[config.mk]
export PLATFORM = sky130hd
export DESIGN_NAME = fpu_operand_loader
export DESIGN_NICKNAME = d
export VERILOG_FILES = /design/src/rtl/fpu_pkg.sv /design/src/rtl/fp32_to_fpu_fmt.sv /design/src/rtl/fpu_operand_loader.sv
export SDC_FILE = /design/constraint.sdc
export NUM_CORES = 1
export LEC_CHECK = 0
export BUFFER_PORTS_ARGS = -buffer_cell sky130_fd_sc_hd__buf_2
export CORE_ASPECT_RATIO = 0.7
export CORE_MARGIN = 2
export CORE_UTILIZATION = 38
export CTS_CLUSTER_SIZE = 25
export DETAILED_ROUTE_END_ITERATION = 8
export MAX_ROUTING_LAYER = met4
export PLACE_DENSITY = 0.59
export SYNTH_ARGS = -nofsm -noshare
export SYNTH_HDL_FRONTEND = slang
export SYNTH_SLANG_ARGS = --single-unit
[constraint.sdc]
create_clock -name clock100KHz -period 2.6 [get_ports clock100KHz]
set_input_delay 0.13 -clock clock100KHz [delete_from_list [all_inputs] [get_ports clock100KHz]]
set_output_delay 0.13 -clock clock100KHz [all_outputs]
set_load 0.01 [all_outputs]
[src/rtl/fpu_pkg.sv]
// fpu_pkg: definitions shared between the fpu and its operand loader.
//   fpu_status_e   : one-hot conversion / arithmetic status code
//   loader_state_e : operand loader FSM states
//   bias constants : IEEE-754 binary32 vs. fpu native 1/6/25 format
//   merge_status   : combine two per-operand statuses into one pair status
package fpu_pkg;

  typedef enum logic [3:0] {
    ST_EXACT     = 4'b0001,
    ST_INEXACT   = 4'b0010,
    ST_OVERFLOW  = 4'b0100,
    ST_UNDERFLOW = 4'b1000
  } fpu_status_e;

  localparam int IEEE_BIAS   = 127;
  localparam int FPU_BIAS    = 31;
  localparam int EXP_OFFSET  = IEEE_BIAS - FPU_BIAS;  // 96
  localparam int FPU_EXP_MAX = 62;                    // 63 is reserved by the fpu

  typedef enum logic [1:0] {
    LD_IDLE,
    LD_CONV_A,
    LD_CONV_B,
    LD_HOLD
  } loader_state_e;

  // Overflow dominates underflow, which dominates exact.
  function automatic logic [3:0] merge_status(input logic [3:0] st_a, input logic [3:0] st_b);
    if (st_a == ST_OVERFLOW || st_b == ST_OVERFLOW) begin
      return ST_OVERFLOW;
    end
    if (st_a == ST_UNDERFLOW || st_b == ST_UNDERFLOW) begin
      return ST_UNDERFLOW;
    end
    return ST_EXACT;
  endfunction

endpackage

[src/rtl/fp32_to_fpu_fmt.sv]
// fp32_to_fpu_fmt: combinational IEEE-754 binary32 -> fpu 1/6/25 conversion.
// Ports:
//   fp32    in  32  binary32 operand
//   fpu_op  out 32  {sign, 6-bit exponent (bias 31), 23-bit fraction, 2'b00}, or 0
//   status  out 4   ST_EXACT / ST_OVERFLOW / ST_UNDERFLOW (one-hot)
// Values outside the fpu's normal exponent range are flushed to zero and
// flagged; in-range values convert losslessly.
module fp32_to_fpu_fmt
  import fpu_pkg::*;
(
  input  logic [31:0] fp32,
  output logic [31:0] fpu_op,
  output logic [3:0]  status
);

  logic        sign;
  logic [7:0]  exp_ieee;
  logic [22:0] frac;
  logic [5:0]  exp_fpu;

  assign sign     = fp32[31];
  assign exp_ieee = fp32[30:23];
  assign frac     = fp32[22:0];

  // Rebias in 8 bits; only the in-range branch below uses the truncated result.
  assign exp_fpu = 6'(exp_ieee - 8'(EXP_OFFSET));

  // NOTE: every output gets a default before the if-chain so no path leaves
  // a value unassigned, which would otherwise infer a latch.
  always_comb begin
    fpu_op = '0;
    status = ST_EXACT;
    if (exp_ieee == 8'd0) begin
      status = (frac != '0) ? ST_UNDERFLOW : ST_EXACT;
    end else if (exp_ieee == 8'hFF) begin
      status = ST_OVERFLOW;
    end else if (exp_ieee <= 8'(EXP_OFFSET)) begin
      status = ST_UNDERFLOW;
    end else if (exp_ieee > 8'(EXP_OFFSET + FPU_EXP_MAX)) begin
      status = ST_OVERFLOW;
    end else begin
      fpu_op = {sign, exp_fpu, frac, 2'b00};
    end
  end

endmodule

[src/rtl/fpu_operand_loader.sv]
// fpu_operand_loader: accepts binary32 operand pairs over valid/ready,
// converts them one at a time through a shared converter, then holds the
// converted operands stable with op_valid high for HOLD_CYCLES cycles.
// Ports:
//   clock100KHz  in  1   clock, rising edge
//   reset        in  1   synchronous, active-high
//   in_valid     in  1   upstream pair valid
//   in_ready     out 1   high only in IDLE and not in reset
//   in_a, in_b   in  32  binary32 operands
//   op_A_in      out 32  converted operand A
//   op_B_in      out 32  converted operand B
//   op_valid     out 1   high during the hold window
//   done         out 1   pulse on the last hold cycle
//   conv_status  out 4   merged one-hot status of the pair
module fpu_operand_loader
  import fpu_pkg::*;
#(
  parameter int HOLD_CYCLES = 48  // 1..255
) (
  input  logic        clock100KHz,
  input  logic        reset,
  input  logic        in_valid,
  output logic        in_ready,
  input  logic [31:0] in_a,
  input  logic [31:0] in_b,
  output logic [31:0] op_A_in,
  output logic [31:0] op_B_in,
  output logic        op_valid,
  output logic        done,
  output logic [3:0]  conv_status
);

  loader_state_e state, state_next;

  logic [31:0] a_reg, b_reg;
  logic [3:0]  status_a;
  logic [7:0]  hold_cnt;

  logic [31:0] conv_in, conv_out;
  logic [3:0]  conv_st;

  // One converter serves both operands: A in CONV_A, B in CONV_B.
  assign conv_in = (state == LD_CONV_B) ? b_reg : a_reg;

  fp32_to_fpu_fmt u_conv (
    .fp32   (conv_in),
    .fpu_op (conv_out),
    .status (conv_st)
  );

  // NOTE: sequential state uses non-blocking assignments so every register
  // samples pre-edge values regardless of statement order.
  always_ff @(posedge clock100KHz) begin
    if (reset) begin
      state <= LD_IDLE;
    end else begin
      state <= state_next;
    end
  end

  // Outputs are forced low while reset is asserted, even before the first
  // reset edge has pulled the state back to IDLE.
  always_comb begin
    state_next = state;
    in_ready   = 1'b0;
    op_valid   = 1'b0;
    done       = 1'b0;
    case (state)
      LD_IDLE: begin
        in_ready = !reset;
        if (in_valid) begin
          state_next = LD_CONV_A;
        end
      end
      LD_CONV_A: state_next = LD_CONV_B;
      LD_CONV_B: state_next = LD_HOLD;
      LD_HOLD: begin
        op_valid = !reset;
        if (hold_cnt == 8'd0) begin
          done       = !reset;
          state_next = LD_IDLE;
        end
      end
      default: state_next = LD_IDLE;
    endcase
  end

  // Operand regs are cleared too so a reset leaves the datapath in a
  // known state for the outputs that expose it.
  always_ff @(posedge clock100KHz) begin
    if (reset) begin
      a_reg       <= '0;
      b_reg       <= '0;
      status_a    <= '0;
      op_A_in     <= '0;
      op_B_in     <= '0;
      conv_status <= '0;
      hold_cnt    <= '0;
    end else begin
      case (state)
        LD_IDLE: begin
          if (in_valid) begin
            a_reg <= in_a;
            b_reg <= in_b;
          end
        end
        LD_CONV_A: begin
          op_A_in  <= conv_out;
          status_a <= conv_st;
        end
        LD_CONV_B: begin
          op_B_in     <= conv_out;
          conv_status <= merge_status(status_a, conv_st);
          hold_cnt    <= 8'(HOLD_CYCLES - 1);
        end
        LD_HOLD: begin
          if (hold_cnt != 8'd0) begin
            hold_cnt <= hold_cnt - 8'd1;
          end
        end
        default: ;
      endcase
    end
  end

endmodule

==> impl_metrics.yaml, run 1 <==
flow_run:
  cap_violations: 0
setup_path:
  crit_fanout: 39
  crit_type: "register to register"
  cp-start-kind: "register"
  worstPathArrival_ns: 2.78
  crit_path_end_kind: "register"
  cp.required_ns: 2.92
grt:
  grt_use_total: 0.2125
  grt_pass1_vias: 5436
  grt-busiest-layer: "met2"
  antenna_found_initial: 0
  grtUsageMet3: 0.05361
  grt_pass1_wl_um: 27570
  grt_use_met1: 0.2916
  grt_max_degree: 81
  grt_overflow: 0
  use_met2: 0.3124
final_layout:
  final_nets: 966
  syn_to_final_growth_pct: 34.12
  final_common_cell: "dfxtp_1"
  final_area_sq_mm: 0.008130
  drive_gt1_frac: 0.2417
  register_area_sq_mm: 0.002803
  multi_input_area_sq_mm: 0.002978
  diodes: 0
  final_cell_mix: "dfxtp_1 (140), nand2_1 (132), a21oi_1 (131), buf_2 (131), nand2b_1 (63)"
  fill_cells: 1487
cts:
  clk_pin_slew_ns: 0.06
  clockBufferDepth: 2
  h-tree-depth: 4
  clk_latency_ns: 0.42
  cts_inserted_buffers: 17
  cts_tree: "built"
  cts_sinks: 140
  root_buffer: "clkbuf_16"
timing:
  drv_slew: 0
  setup_viol: 0
  worstMarginPinSlew_ns: 0.7293
  period_minus_slack_ns: 2.458
  setup_tns_ns: 0
  fmax_mhz: 406.9
  setup_slack_ns: 0.1423
  fin_crit_sh: 0.9453
  rsz0062_at_grt: "false"
  hold_violations: 0
  slew_headroom: 0.5138
  finClkSkew_ns: 0.01203
routing:
  wirelength_um: 17480
  routedWlPerCell_um: 15.80
  vias_per_cell: 5.121
  drtAntennaViolNets: 0
  drc: 0
  drtPass1Iterations: 5
  drt_iter0_markers: 362
  dr_total_vias: 5664
synth:
  yosys_warnings: 0
  syn_avg_cell_area_sq_um: 8.327
  synth_area_sq_mm: 0.006062
  synthArstFlopShare: 0
  synth_edf_count: 0
  synthDistinctLibCells: 52
  seq_area_frac_synth: 0.4623
  synthFlopType: "dfxtp_1"
  postSynthCellCount: 728
  ys_ff_latch: 140
place:
  place_congestion: 0.7547
  dp_slack_ns: 0.2575
  io_buffers: 132
  hpwl_um: 10820
  placed_cell_area_sq_mm: 0.006899
die:
  num_rows: 38
  die_h_um: 109.7
  ios: 138
  dieArea_sq_mm: 0.01700
  die_w_um: 155.0
  initial_utilization: 0.3899
  coreArea_sq_mm: 0.01555
pwr:
  p_leak_nw: 3.215
  irDropWorstVdd_mv: 0.4948
  p_per_area_mw_per_mm2: 924.0
hold_path:
  min-delay-path-class: "input port to register"
outcome:
  status: "finished clean"
==> metal layers <==
metal  wire length (um)  up-vias
met2               7528      136
met1               8877     2646
met3                895       18
li1                   -     2864
met4                174        0
met5                  0        -
==> logic make-up (layout without fill, tap and decap cells) <==
group | after synthesis | after routing | share of synthesized area
other | 1 | 5 | 0.0006186
DFF | 140 | 140 | 0.4623
and+or+nand+nor | 310 | 310 | 0.2632
buffers and inverters | 75 | 249 | 0.05346
AOI/OAI and AO/OA | 161 | 161 | 0.1449
adders and majority gates | 6 | 6 | 0.01238
xor gates and xnor gates | 4 | 4 | 0.005780
muxes | 31 | 31 | 0.05738
==> through the flow <==
step / hold WS [ns] / instances / utilization / power (mW)
final: 0.01888 / 1106 / 0.5229 / 7.513
after CTS: 0.003160 / 1106 / 0.5229 / 7.552
after detailed placement: 0.3776 / 1012 / 0.4437 / 4.954
after global routing: 0.01038 / 1106 / 0.5229 / 7.944
after global placement: 0.3768 / 1012 / 0.4437 / 4.955
after floorplan: 0.2660 / 732 / - / 4.263
==> synthesized netlist by cell type, drive strengths merged, types with 3 or more instances <==
| master | count | area [sq um] |
|---|---|---|
| or4 | 3 | 22.52 |
| clkbuf | 43 | 161.4 |
| o21ai | 7 | 35.03 |
| mux2 | 30 | 337.8 |
| or4b | 3 | 30.03 |
| o22ai | 3 | 25.02 |
| a211oi | 4 | 30.03 |
| nand2b | 63 | 394.1 |
| inv | 8 | 30.03 |
| nand2 | 133 | 499.2 |
| xor2 | 3 | 26.28 |
| nand3b | 3 | 22.52 |
| nor2b | 3 | 18.77 |
| buf | 24 | 132.6 |
| nor2 | 14 | 52.55 |
| nor3 | 5 | 30.03 |
| nor4 | 9 | 56.30 |
| dfxtp | 140 | 2803 |
| nand4 | 60 | 375.4 |
| ha | 6 | 75.07 |
| nand3 | 4 | 20.02 |
| a21oi | 131 | 655.6 |
==> final cells by class <==
type	count	share of cell area
flip-flops and latches	140	0.3447
clock buffers	17	0.05232
repair buffers	209	0.1794
inverters	8	0.003693
well taps	200	0.03078
multi-input cells	517	0.3663
clock inverters	15	0.02278
==> repair_timing <==
action / 4_1_cts / 5_1_grt
gates resized for setup: 0 / 0
setup buffers: 0 / 0
hold endpoints to repair: 62 / 0
hold buffers: 62 / 0
==> final timing paths <==
kind	from	end	slack, ns	cells past startpoint
worst max-delay path	state[0]$_SDFFE_PP0P_	status_a[0]$_SDFFE_PP0N_	0.14	8
worst min-delay path	in_a[23]	a_reg[23]$_SDFFE_PP0P_	0.02	3
worst max register to register	state[0]$_SDFFE_PP0P_	status_a[0]$_SDFFE_PP0N_	0.14	8
worst min register to register	a_reg[31]$_SDFFE_PP0P_	a_reg[31]$_SDFFE_PP0P_	0.46	2
==> worst max-delay path, stage by stage (launching register included) <==
cell and delay [ns]:
dfxtp_1 0.38, inv_1 0.13, ha_4 0.25, buf_4 0.29, or4_1 0.46, o22ai_1 0.25
o21a_1 0.23, nand3_1 0.09, a311oi_1 0.27
==> report_power, final <==
part / switching (mW) / leakage (nW) / internal (mW)
clock: 0.990 / 0.295 / 1.53
combinational: 1.36 / 1.78 / 0.982
sequential: 0.248 / 1.14 / 2.41
(Power assumes the default switching activity.)
==> run 2, diff against run 1 <==
--- a/config.mk
+++ b/config.mk
@@ -5,6 +5,7 @@
 export SDC_FILE = /design/constraint.sdc
 export NUM_CORES = 1
 export LEC_CHECK = 0
+export ABC_AREA = 1
 export BUFFER_PORTS_ARGS = -buffer_cell sky130_fd_sc_hd__buf_2
 export CORE_ASPECT_RATIO = 0.7
 export CORE_MARGIN = 2
@@ -12,7 +13,7 @@
 export CTS_CLUSTER_SIZE = 25
 export DETAILED_ROUTE_END_ITERATION = 8
 export MAX_ROUTING_LAYER = met4
-export PLACE_DENSITY = 0.59
+export PLACE_DENSITY = 0.58
 export SYNTH_ARGS = -nofsm -noshare
 export SYNTH_HDL_FRONTEND = slang
 export SYNTH_SLANG_ARGS = --single-unit
==> run 2 against run 1 <==
Compared with the run above: the run now ends with negative hold slack left; flip-flop and latch count unchanged; largest cell class unchanged; synthesized area is 1.9% higher; wire length rose by 1.8%; maximum frequency rose by 8.1%.
==> impl_metrics.yaml, run 2 <==
outcome:
  status: "complete, but fails checks"
  violations: "negative hold slack"
final_layout:
  drive_gt1_frac: 0.2260
  final_area_sq_mm: 0.007801
  final_nets: 1029
  syn_to_final_growth_pct: 26.29
  diodes: 0
  final_common_cell: "dfxtp_1"
  final_cell_mix: "dfxtp_1 (140), nand2_1 (137), o21ai_0 (133), buf_2 (132), nor2_1 (109)"
synth:
  synth_area_leader_cell: "dfxtp_1"
  synthArstFlopShare: 0
  synth.most_common_cell: "dfxtp_1"
  synth_edf_count: 0
  synth_top_cells_by_area: "dfxtp_1 (45%), o21ai_0 (11%), nand2_1 (8.4%)"
  synthFlopType: "dfxtp_1"
  seq_area_frac_synth: 0.4537
  synth_area_sq_mm: 0.006177
  yosys_warnings: 0
  ys_ff_latch: 140
  postSynthCellCount: 821
  syn_avg_cell_area_sq_um: 7.524
  synthTopCellsByCount: "dfxtp_1 (140), nand2_1 (138), o21ai_0 (133)"
  synthDistinctLibCells: 36
  synth_top_area_share: 0.4537
setup_path:
  crit_slowest_cell: "dfxtp_1"
  cpMostUsedCell: "nand2_1"
  crit_fanout: 33
  max_stage_delay_ns: 0.33
  cp.required_ns: 2.96
  cp-startpoint: "state[0]$_SDFFE_PP0P_"
  cp_num_buf_inv: 3
  worstPathArrival_ns: 2.63
  cp-start-kind: "register"
  path_cells: "inv_1, ha_4, inv_6, buf_4, nand2_1, nand2_1, nor2_1, and2_1, nand2_1, nor2_1, nand2_1, nand2_2, nand3_2, a21oi_2"
  crit_path_end_kind: "register"
  crit_type: "register to register"
  r2r_start: "state[0]$_SDFFE_PP0P_"
  crit_family: "simple AND/OR/NAND/NOR gates"
die:
  die_w_um: 156.4
  dieArea_sq_mm: 0.01731
  initial_utilization: 0.3937
  die_h_um: 110.7
  ios: 138
  coreArea_sq_mm: 0.01569
  num_rows: 38
timing:
  worstMarginPinSlew_ns: 0.6020
  setup_viol: 0
  drv_slew: 0
  setup_tns_ns: 0
  hold_violations: 2
  rsz0062_at_grt: "false"
  period_minus_slack_ns: 2.274
  slew_headroom: 0.5944
  hold_ws_ns: -0.01133
  fmax_mhz: 439.8
  fin_crit_sh: 0.8745
  finClkSkew_ns: 0.005294
cts:
  root_buffer: "clkbuf_16"
  cts_sinks: 140
  clk_pin_slew_ns: 0.06
  cts_tree: "built"
  cts_resized: 0
  cts_hold_buf: 33
  cts_inserted_buffers: 17
  h-tree-depth: 4
  clk_latency_ns: 0.42
  post_cts_buffers: 0
  clockBufferDepth: 2
pwr:
  power_frac_comb: 0.413
  irDropWorstVdd_mv: 0.6458
  power.switching_mw: 4.206
  clkPwrFrac: 0.264
  pwr-share-seq: 0.323
  p_per_area_mw_per_mm2: 1285
  p_int_mw: 5.817
  total_power_mw: 10.02
  swShare: 0.4196
  p_leak_nw: 3.463
grt:
  grt_max_degree: 94
  grt_use_total: 0.2149
  grt_pass1_wl_um: 28370
  grt_overflow: 0
  antenna_found_initial: 0
  grt_pass1_vias: 5336
routing:
  wirelength_um: 17800
  drtPass1Iterations: 5
  dr_total_vias: 5797
  routedWlPerCell_um: 15.22
  drc: 0
  drt_iter0_markers: 339
  drtAntennaViolNets: 0
  vias_per_cell: 4.959
place:
  placed_cell_area_sq_mm: 0.006834
  hpwl_um: 12430
  io_buffers: 132
  place_congestion: 0.8937
hold_path:
  hold_path.startpoint: "in_b[25]"
  min-delay-path-class: "input port to register"
flow_run:
  cap_violations: 0
==> run 2: cell types whose count changed in the layout (fill, tap and decap cells not counted), sizes merged, moves of 30 or more <==
cell / delta
a21oi: -30
inv: +41
nand3: +34
o21ai: +136
nor2: +97
nand4: -48
nand2b: -63
mux2: -30
==> run 2: kinds of logic after synthesis <==
logic type,after synthesis,share of synthesized area
adder cells (fa/ha/maj),6,0.01215
buffers and inverters,113,0.09621
XOR/XNOR,3,0.004254
AO/OA/AOI/OAI,247,0.2072
flip-flops,140,0.4537
AND/OR/NAND/NOR,311,0.2258
other,1,0.0006071
==> run 2: final timing paths <==
path                                               endpoint  slack [ns]  depth (start not counted)
worst max-delay path            conv_status[0]$_SDFFE_PP0P_        0.33                         14
worst min-delay path                 b_reg[25]$_SDFFE_PP0P_       -0.01                          3
worst max register to register  conv_status[0]$_SDFFE_PP0P_        0.33                         14
worst min register to register        a_reg[2]$_SDFFE_PP0P_        0.45                          2
==> run 2: power by group through the flow <==
stage	clock, mW	combinational [mW]	sequential, mW
2_1_floorplan	0	3.00	3.32
3_3_place_gp	0	4.05	3.29
3_5_place_dp	0	4.07	3.27
4_1_cts	2.67	4.14	3.24
5_1_grt	2.76	4.67	3.32
6_report	2.65	4.14	3.24
==> run 2: layer usage <==
layer	vias to the layer above	routed length, um	global-route usage
met5	-	0	-
met4	0	151	0.05199
met3	17	1233	0.03636
met2	198	7374	0.3040
met1	2615	9038	0.3172
li1	2967	-	-
==> run 2: per-stage QoR <==
stage / util / hold WS, ns / setup WS (ns) / std cells
detailed placement: 0.4356 / 0.3884 / 0.3634 / 1104
global route: 0.4972 / 0.01930 / 0.08831 / 1169
CTS: 0.4972 / 0.002595 / 0.3436 / 1169
global placement: 0.4356 / 0.3901 / 0.4196 / 1104
floorplan: - / 0.2967 / 0.7346 / 825
finish: 0.4972 / -0.01133 / 0.3262 / 1169
==> run 2: cell type report <==
class	instances	area (sq um)
multi-input combinational	572	2813
sequential	140	2803
tap	200	250.2
clock buffer	17	425.4
clock inverter	15	211.5
fill	1553	7889
inverter	50	195.2
timing repair buffer	175	1104
==> run 2: worst min-delay path: stages <==
cell and delay, ns:
buf_2 0.08, o21ai_0 0.08, nor2_1 0.08
